==> src/rtl/dmem_arbiter.sv <==
// Two-requester arbiter in front of a single-port data memory; one access per two cycles.
// Optional round-robin arbitration is enabled by defining DMEM_ARB_RR_EN (default: fixed priority to port 0).
module dmem_arbiter #(
   parameter int DW = 32,
   parameter int AW = 32
) (
   input  logic          clk,
   input  logic          rst,
   input  logic          m0_req,
   input  logic          m0_we,
   input  logic [AW-1:0] m0_addr,
   input  logic [DW-1:0] m0_wdata,
   output logic          m0_gnt,
   output logic          m0_valid,
   output logic [DW-1:0] m0_rdata,
   input  logic          m1_req,
   input  logic          m1_we,
   input  logic [AW-1:0] m1_addr,
   input  logic [DW-1:0] m1_wdata,
   output logic          m1_gnt,
   output logic          m1_valid,
   output logic [DW-1:0] m1_rdata,
   output logic [AW-1:0] mem_A,
   output logic [DW-1:0] mem_WD,
   output logic          mem_WE,
   input  logic [DW-1:0] mem_RD
);

   typedef enum logic {IDLE, SERVE} state_t;

   state_t        state, state_nxt;
   logic          take;
   logic          pick;
   logic          win_p1;
   logic          we_p1;
   logic [AW-1:0] addr_p1;
   logic [DW-1:0] wdata_p1;

`ifdef DMEM_ARB_RR_EN
   logic          last_p1;
`endif

   always_ff @(posedge clk) begin
      if (rst) state <= IDLE;
      else     state <= state_nxt;
   end

   always_comb begin
      state_nxt = state;
      take      = 1'b0;
      pick      = 1'b0;
      mem_A     = '0;
      mem_WD    = '0;
      mem_WE    = 1'b0;
      m0_gnt    = 1'b0;
      m1_gnt    = 1'b0;
      case (state)
         IDLE: begin
            if (m0_req || m1_req) begin
               take      = 1'b1;
               state_nxt = SERVE;
               if (m0_req && m1_req) begin
`ifdef DMEM_ARB_RR_EN
                  pick = ~last_p1;
`else
                  pick = 1'b0;
`endif
               end else begin
                  pick = m1_req;
               end
            end
         end
         SERVE: begin
            // SERVE always lasts exactly one cycle, so the grant pulse is tied to it
            state_nxt = IDLE;
            mem_A     = addr_p1;
            mem_WD    = wdata_p1;
            mem_WE    = we_p1 & ~rst;
            m0_gnt    = ~win_p1;
            m1_gnt    = win_p1;
         end
      endcase
   end

   // ---- p1: command latched at the grant edge, completion captured at the end of SERVE
   always_ff @(posedge clk) begin
      if (rst) begin
         win_p1   <= 1'b0;
         we_p1    <= 1'b0;
         addr_p1  <= '0;
         wdata_p1 <= '0;
         m0_valid <= 1'b0;
         m1_valid <= 1'b0;
         m0_rdata <= '0;
         m1_rdata <= '0;
`ifdef DMEM_ARB_RR_EN
         last_p1  <= 1'b1;
`endif
      end else begin
         m0_valid <= (state == SERVE) & ~win_p1;
         m1_valid <= (state == SERVE) &  win_p1;
         if ((state == SERVE) && !we_p1) begin
            if (win_p1) m1_rdata <= mem_RD;
            else        m0_rdata <= mem_RD;
         end
         if (take) begin
            win_p1   <= pick;
            we_p1    <= pick ? m1_we    : m0_we;
            addr_p1  <= pick ? m1_addr  : m0_addr;
            wdata_p1 <= pick ? m1_wdata : m0_wdata;
`ifdef DMEM_ARB_RR_EN
            last_p1  <= pick;
`endif
         end
      end
   end

endmodule

==> config.mk <==
export PLATFORM = sky130hd
export DESIGN_NAME = dmem_arbiter
export DESIGN_NICKNAME = d
export VERILOG_FILES = /design/src/rtl/dmem_arbiter.sv
export SDC_FILE = /design/constraint.sdc
export NUM_CORES = 1
export LEC_CHECK = 0
export CAP_MARGIN = 20
export CORE_AREA = 2 2 140 142
export DETAILED_ROUTE_END_ITERATION = 6
export DIE_AREA = 0 0 142 144
export PLACE_DENSITY_LB_ADDON = 0.1
export RECOVER_POWER = 25
export SKIP_CTS_REPAIR_TIMING = 1
export SLEW_MARGIN = 30
export SYNTH_ARGS = -nofsm -noshare
export SYNTH_HDL_FRONTEND = slang
export SYNTH_SLANG_ARGS = --single-unit
==> constraint.sdc <==
create_clock -name clk -period 1.95 [get_ports clk]
set_clock_uncertainty 0.05 [all_clocks]
set_input_delay 0.39 -clock clk [delete_from_list [all_inputs] [get_ports clk]]
set_output_delay 0.39 -clock clk [all_outputs]
set_load 0.01 [all_outputs]
==> results of run 1 <==
## cells by family (layout without fill, tap and decap cells)
group | after synthesis | count (layout) | synth area share (%)
AOI/OAI and AO/OA | 195 | 195 | 24.72
and+or+nand+nor | 207 | 207 | 17.52
buffers and inverters | 126 | 419 | 10.16
DFF | 133 | 133 | 47.61
## final cells by class
class | count | area share [%]
timing repair buffer | 320 | 35.58
tap | 238 | 3.097
sequential | 133 | 27.74
clock buffer | 18 | 4.463
multi-input combinational | 402 | 24.81
clock inverter | 14 | 1.692
inverter | 67 | 2.615
## how the worst max path moves through the flow
stage / end / slack, ps / depth (start not counted)
2_1_floorplan: mem_WE / 440 / 3
3_3_place_gp: mem_WE / 150 / 3
3_5_place_dp: wdata_p1[21] / 140 / 5
4_1_cts: mem_WE / -260 / 3
5_1_grt: mem_WD[21] / -60 / 5
6_report: mem_WD[21] / -5 / 5
## power by group
group,internal [mW],switching [mW]
Sequential,2.90,0.0958
Combinational,0.759,0.527
Clock,1.92,1.33
Total,5.59,1.95
## through the flow
stage | util, % | setup TNS (ps)
6_report | 50.40 | -4.714
5_1_grt | 50.40 | -148.1
4_1_cts | 49.29 | -14060
3_5_place_dp | 46.19 | 0
3_3_place_gp | 46.19 | 0
2_1_floorplan | - | 0
## state kept, by name (all words and copies together), names as in the netlist
signal,cells
wdata_p1,32
m1_valid,1
state,1
we_p1,1
m1_rdata,32
m0_rdata,32
m0_valid,1
win_p1,1
addr_p1,32
## tightest hold or removal path: cells and delay by family (launching register included)
kind	cells	cell delay [ps]
AOI/OAI and AO/OA	1	50
DFF	1	310
and+or+nand+nor	1	50
## cell usage in the layout (no fill, tap or decap), drive strengths merged
| cell type | Yosys | final |
|---|---|---|
| nand2 | 128 | 128 |
| and2 | 65 | 65 |
| inv | 67 | 75 |
| nor2b | 1 | 1 |
| nand3 | 1 | 1 |
| a21oi | 130 | 130 |
| o221a | 65 | 65 |
| clkinvlp | 0 | 3 |
| or3b | 1 | 1 |
| nor2 | 3 | 3 |
| clkbuf | 22 | 26 |
| buf | 37 | 19 |
| clkinv | 0 | 1 |
| dfxtp | 133 | 133 |
| and3b | 1 | 1 |
| dlymetal6s2s | 0 | 63 |
| nor3b | 3 | 3 |
| nand3b | 1 | 1 |
| clkdlybuf4s50 | 0 | 230 |
| bufinv | 0 | 2 |
| nor3 | 3 | 3 |
## per-layer routing
layer | track usage, % | share of wire, % | up-vias
met3 | 5.960 | 6.9 | 16
met1 | 22.57 | 44 | 2585
met4 | 5.789 | 1.3 | 0
li1 | - | - | 2777
met2 | 29.39 | 48 | 176
met5 | 0 | 0 | -
==> flow_summary.yaml, run 1 <==
placed_design:
  portBuffers: 298
  dp_hpwl_um: 12690
  dp.cells: 1154
  place_congestion: 0.7540
  dpl_cell_area_um2: 8812
  place_ws_ps: 144.4
sta:
  setup_ws_ps: -4.714
  slew_violations: 134
  rsz0062_at_grt: "yes"
  setup_violations: 1
  fmaxAchievable_mhz: 511.6
  tightest_slew_ps: 1660
  hold_ws_ps: 402.5
  min_period_over_period_pct: 100.2
  slew_headroom_pct: -10.69
  hold_viol_final: 0
  fin_crit_ps: 1955
worst_setup_path:
  worstRegToRegCells: 6
  r2r_end: "m0_rdata[25]"
  cpMaxStageDelayCell: "dfxtp_4"
  critPathMostFrequentCell: "buf_4"
  path_max_fanout: 12
  worstSetupStartpointType: "register"
  worst_ep_required_time_ps: 1510
  worstSetupPathType: "reg -> out"
  path_buf_inv: 4
  slowest_delay_ps: 380
  worstPathArrival_ps: 1510
  critPathCaptureType: "primary output"
  crit_start: "state"
  cp_top_family: "buffers and inverters"
  reg2reg_from: "state"
  rrSetupSlack_ps: 210
  path_cells: "buf_4, clkbuf_16, buf_4, and2_1, clkbuf_2"
cells_and_area:
  final_cell_count_no_fill: 1192
  area_growth_pct: 71.92
  multi_input_area_um2: 2386
  fill_cells: 1884
  drive_gt1_share_pct: 13.21
  nets: 1107
  diodes: 0
  regArea_um2: 2668
  final_area_um2: 9615
routing:
  drt_wl_total_um: 19180
  vias: 5554
  drtIter0Drc: 213
  drc: 0
  first_pass_iters: 4
  wl_per_cell_um: 16.09
  routed_via_density: 4.659
  ant_nets: 0
pwr:
  vdd_drop_max_mv: 0.5335
  finalPower_mw: 7.537
  power_density_nw_per_um2: 783.8
  leakagePower_nw: 4.816
global_routing:
  grt_pass1_wl_um: 28790
  antenna_found_initial: 0
  grt_max_degree: 134
  gr-total-overflow: 0
  grtUsageTotal_pct: 18.02
  grt_pass1_vias: 5243
synthesis:
  synth_area_leader_cell: "dfxtp_1"
  synthCells: 661
  syn_nets: 827
  synth_area_leaders: "dfxtp_1 48%, o221a_2 12%, a21oi_1 12%"
  syn_avg_cell_area_um2: 8.461
  yosysSeqAreaShare_pct: 47.61
  ys_warn_count: 0
  yosysUniqueCellTypes: 21
  yosys_register_bits: 133
  async_reset_ff_share_pct: 0
  yosys.area.top_type_share_pct: 47.61
  synth_ff_type: "dfxtp_1"
  synth-edff-count: 0
  yosys.cell_count.top_type: "dfxtp_1"
  synth.cell_area_um2: 5593
  synthTopCellsByCount: "133 x dfxtp_1, 130 x a21oi_1, 128 x nand2_1"
clocking:
  cts_tree: "yes"
  htree_levels: 4
  cts.sinks: 133
  clk_path_buf_depth: 2
  clock_latency_ps: 410
  clk_pin_slew_worst_paths_ps: 60
  cts_inserted_buffers: 17
  cts_root_buf: "clkbuf_16"
run:
  drv_cap: 1
run_status:
  violations: "capacitance limit, slew limit, setup timing"
  status: "finished with violations"
die:
  start_util_pct: 29.31
  dieArea_um2: 20450
  die_x_um: 142
  rows: 51
  die_y_um: 144
  ios: 299
  core_area_um2: 19080
hold_path:
  hold_path_class: "reg -> reg"
  holdPathEnd: "m0_rdata[16]"
  hold_depth: 2
  hold_start: "m0_rdata[16]"
(Power assumes the default switching activity.)
==> inputs of run 2 (changes only) <==
Settings changed: CTS_CLUSTER_SIZE set to 28, SKIP_CTS_REPAIR_TIMING 1 to unset.
==> flow_summary.yaml, run 2 (synthesized netlist as in run 1, its figures left out) <==
run_status:
  status: "finished with violations"
  violations: "capacitance limit, slew limit"
pwr:
  power_frac_seq_pct: 40.0
  switchingPower_mw: 1.942
  p_int_mw: 5.547
  pwr-share-clk_pct: 43.4
  p_comb_share_pct: 16.6
  leakagePower_nw: 3.907
  vdd_drop_max_mv: 0.5261
  power_density_nw_per_um2: 804.7
  p_sw_share_pct: 25.93
  finalPower_mw: 7.490
cells_and_area:
  final_common_cell: "clkdlybuf4s50_1"
  most-common-layout-cells: "230 x clkdlybuf4s50_1, 132 x dfxtp_1, 130 x a21oi_1"
  diodes: 0
  fill_cells: 1923
  area_growth_pct: 66.42
  drive_gt1_share_pct: 13.68
  nets: 1103
die:
  core_area_um2: 19080
  rows: 51
  dieArea_um2: 20450
  die_y_um: 144
  die_x_um: 142
  start_util_pct: 29.31
  ios: 299
sta:
  rsz0062_at_grt: "no"
  setup_violations: 0
  finalSetupTns_ps: 0
  slew_violations: 134
  fin_crit_ps: 1886
  fmaxAchievable_mhz: 530.2
  tightest_slew_ps: 1647
  slew_headroom_pct: -9.787
  hold_viol_final: 0
  min_period_over_period_pct: 96.72
hold_path:
  hold_path_class: "reg -> reg"
worst_setup_path:
  worstPathArrival_ps: 1450
  worstSetupPathType: "reg -> out"
  worstSetupStartpointType: "register"
  path_max_fanout: 13
  worst_ep_required_time_ps: 1510
  critPathCaptureType: "primary output"
routing:
  drc: 0
  drt_wl_total_um: 18970
  ant_nets: 0
  wl_per_cell_um: 15.97
  routed_via_density: 4.649
  drtIter0Drc: 224
  vias: 5523
  first_pass_iters: 5
run:
  drv_cap: 1
global_routing:
  grt_max_degree: 134
  grtUsageTotal_pct: 18.22
  gr-total-overflow: 0
  grt_pass1_vias: 5272
  grt_pass1_wl_um: 29070
  antenna_found_initial: 0
clocking:
  cts.sinks: 133
  clk_pin_slew_worst_paths_ps: 60
  clk_path_buf_depth: 2
  cts_root_buf: "clkbuf_16"
  ctsHoldBuffers: 0
  cts_tree: "yes"
  htree_levels: 4
  cts_inserted_buffers: 17
  clock_latency_ps: 410
placed_design:
  portBuffers: 298
  dp_hpwl_um: 12690
  place_congestion: 0.7540
run 2: changes by cell type in the layout (fill, tap and decap cells not counted), moves of 2 or more:
cell,change
dlymetal6s2s_1,-63
clkbuf_2,-2
buf_2,+9
clkdlybuf4s15_1,+12
clkbuf_16,-2
dlygate4sd2_1,+44
run 2: worst paths after layout:
| kind | from | end | slack (ps) | depth (start not counted) |
|---|---|---|---|---|
| worst max-delay path | state | m1_gnt | 60 | 4 |
| worst min-delay path | m0_rdata[16] | m0_rdata[16] | 400 | 2 |
| worst max register to register | state | m0_rdata[25] | 300 | 5 |
| worst min register to register | m0_rdata[16] | m0_rdata[16] | 400 | 2 |
run 2: final cells by class:
class,count,area [um^2],share of cell area [%]
multi-input combinational,402,2389,25.66
tap,238,297.8,3.199
sequential,133,2666,28.65
inverter,67,251.5,2.702
clock inverter,14,162.7,1.748
timing repair buffer,316,3112,33.43
clock buffer,18,429.2,4.611
run 2: repair_timing:
item	CTS	global route
gates cloned	1	0
gates resized for setup	101	15
endpoints found under the setup margin	67	21
buffers inserted	2	0
hold endpoints to repair	0	0
run 2: worst max-delay path, cell delays in order, from the launching register on:
cell and delay, ps:
dfxtp_4 370, buf_4 140, buf_6 130, and2_1 150, clkdlybuf4s15_1 250
run 2: per-stage QoR:
step | hold WS, ps | utilization (%) | cell area [um^2] | worst slack, ps | instances
after floorplan | 430.5 | - | 5593 | 444.4 | 661
after global placement | 391.2 | 46.19 | 8812 | 152.3 | 1154
after detailed placement | 395.9 | 46.19 | 8812 | 144.4 | 1154
after CTS | 404.7 | 48.98 | 9345 | 3.984 | 1189
after global routing | 423.8 | 48.78 | 9308 | 6.196 | 1188
final | 402.5 | 48.78 | 9308 | 64.06 | 1188
run 2: metal layers:
metal / vias up / GRT usage (%) / share of wire, %
met4: 0 / 5.474 / 1.5
met2: 184 / 30.10 / 48
met5: - / 0 / 0
met3: 18 / 5.662 / 7.2
met1: 2551 / 22.85 / 43
li1: 2770 / - / -
run 2: power groups by stage:
| stage | Sequential, mW | Combinational (mW) | Clock, mW |
|---|---|---|---|
| 3_5_place_dp | 3.05 | 1.30 | 0 |
| 6_report | 3.00 | 1.24 | 3.25 |
| 2_1_floorplan | 3.05 | 0.548 | 0 |
| 3_3_place_gp | 3.06 | 1.29 | 0 |
| 5_1_grt | 3.02 | 1.35 | 3.48 |
| 4_1_cts | 3.00 | 1.27 | 3.34 |
==> inputs of run 3 (changes only) <==
Settings changed: REMOVE_ABC_BUFFERS set to 1.
==> flow_summary.yaml, run 3 (synthesized netlist as in run 1, its figures left out) <==
global_routing:
  grt_pass1_wl_um: 28750
  grtUsageTotal_pct: 18.19
  grt_max_degree: 134
  gr-total-overflow: 0
  antenna_found_initial: 1
  grt_pass1_vias: 5005
routing:
  ant_nets: 0
  drtIter0Drc: 274
  vias: 5526
  drt_wl_total_um: 19480
  wl_per_cell_um: 16.38
  drc: 0
  first_pass_iters: 5
  routed_via_density: 4.648
clocking:
  cts_root_buf: "clkbuf_16"
  clk_pin_slew_worst_paths_ps: 60
  cts.sinks: 133
  cts_inserted_buffers: 17
  htree_levels: 4
  clk_path_buf_depth: 2
  cts_tree: "yes"
  clock_latency_ps: 410
placed_design:
  place_ws_ps: 135.7
  dp_hpwl_um: 12750
  portBuffers: 298
  place_congestion: 0.7836
die:
  die_x_um: 142
  core_area_um2: 19080
  ios: 299
  dieArea_um2: 20450
  start_util_pct: 29.31
  rows: 51
  die_y_um: 144
pwr:
  p_comb_share_pct: 17.3
  power_frac_seq_pct: 41.4
  switchingPower_mw: 1.910
  power_density_nw_per_um2: 781.1
  leakagePower_nw: 3.840
  p_sw_share_pct: 26.36
  p_int_mw: 5.337
  pwr-share-clk_pct: 41.3
  vdd_drop_max_mv: 0.5350
worst_setup_path:
  worst_ep_required_time_ps: 1510
  worstSetupStartpointType: "register"
  cp.depth: 4
  path_buf_inv: 3
  critPathCaptureType: "primary output"
  path_max_fanout: 11
  worstRegToRegCells: 6
  worstSetupPathType: "reg -> out"
  cpMaxStageDelayCell: "dfxtp_4"
  path_cells: "buf_12, buf_8, and2_1, clkdlybuf4s15_1"
  worstPathArrival_ps: 1470
  cp_top_family: "buffers and inverters"
  slowest_delay_ps: 360
cells_and_area:
  final_common_cell: "clkdlybuf4s50_1"
  nets: 1104
  area_growth_pct: 65.88
  fill_cells: 1884
  diodes: 0
  most-common-layout-cells: "230 x clkdlybuf4s50_1, 132 x dfxtp_1, 130 x a21oi_1"
  final_util_pct: 48.63
  drive_gt1_share_pct: 14.83
sta:
  setup_violations: 0
  fmaxAchievable_mhz: 523.6
  slew_headroom_pct: 57.97
  setup_ws_ps: 40.26
  fin_crit_ps: 1910
  rsz0062_at_grt: "yes"
  hold_viol_final: 0
  slew_violations: 0
  min_period_over_period_pct: 97.94
  tightest_slew_ps: 630.4
hold_path:
  hold_depth: 2
  hold_path_class: "reg -> reg"
run:
  drv_cap: 0
run_status:
  status: "completed"
## run 3: final cells by class
cell class | count | area, um^2 | share of cell area (%)
clock inverter | 13 | 100.1 | 1.079
sequential | 133 | 2666 | 28.74
tap | 238 | 297.8 | 3.210
clock buffer | 19 | 452.9 | 4.882
inverter | 67 | 254.0 | 2.738
timing repair buffer | 317 | 3120 | 33.63
multi-input combinational | 402 | 2386 | 25.72
## run 3: what timing repair did
action                     4_1_cts  5_1_grt
buffers inserted                 0        3
setup endpoints to repair       67       28
hold buffers                     0        0
gates cloned                     1        0
gates resized for setup         72       67
## run 3: worst paths after layout
path                start           end  slack [ps]
min          m1_rdata[21]  m1_rdata[21]         400
min reg2reg  m1_rdata[21]  m1_rdata[21]         400
max reg2reg         state   m0_rdata[5]         340
max                 state      mem_A[3]          40
## run 3: metrics by stage
step | hold slack, ps | setup TNS (ps) | area, um^2 | instances | total power [mW]
after global placement | 391.8 | 0 | 8780 | 1153 | 4.328
after CTS | 404.4 | -214.3 | 9290 | 1186 | 7.346
final | 401.2 | 0 | 9278 | 1189 | 7.247
after global routing | 415.7 | -25.30 | 9278 | 1189 | 7.577
after detailed placement | 396.0 | 0 | 8780 | 1153 | 4.335
after floorplan | 409.1 | -126070 | 5276 | 602 | 3.507
## run 3: power by group through the flow
stage | Clock [mW] | Sequential [mW] | Combinational (mW)
after floorplan | 0 | 3.07 | 0.438
after global placement | 0 | 3.06 | 1.27
after detailed placement | 0 | 3.05 | 1.28
after CTS | 3.09 | 3.00 | 1.25
after global routing | 3.20 | 3.02 | 1.36
final | 2.99 | 3.00 | 1.26
## run 3: layer usage
layer	vias to the layer above	part of all wire, %	GRT usage, %
met5	-	0.067	0
met4	2	1.6	6.053
met3	21	5.3	5.497
met2	162	48	28.71
met1	2569	45	23.78
li1	2772	-	-
## run 3: tightest hold or removal path, delay by kind of cell, from the launching register on
| family | cells | cell delay [ps] |
|---|---|---|
| flops | 1 | 300 |
| simple gates | 1 | 50 |
| compound gates | 1 | 50 |
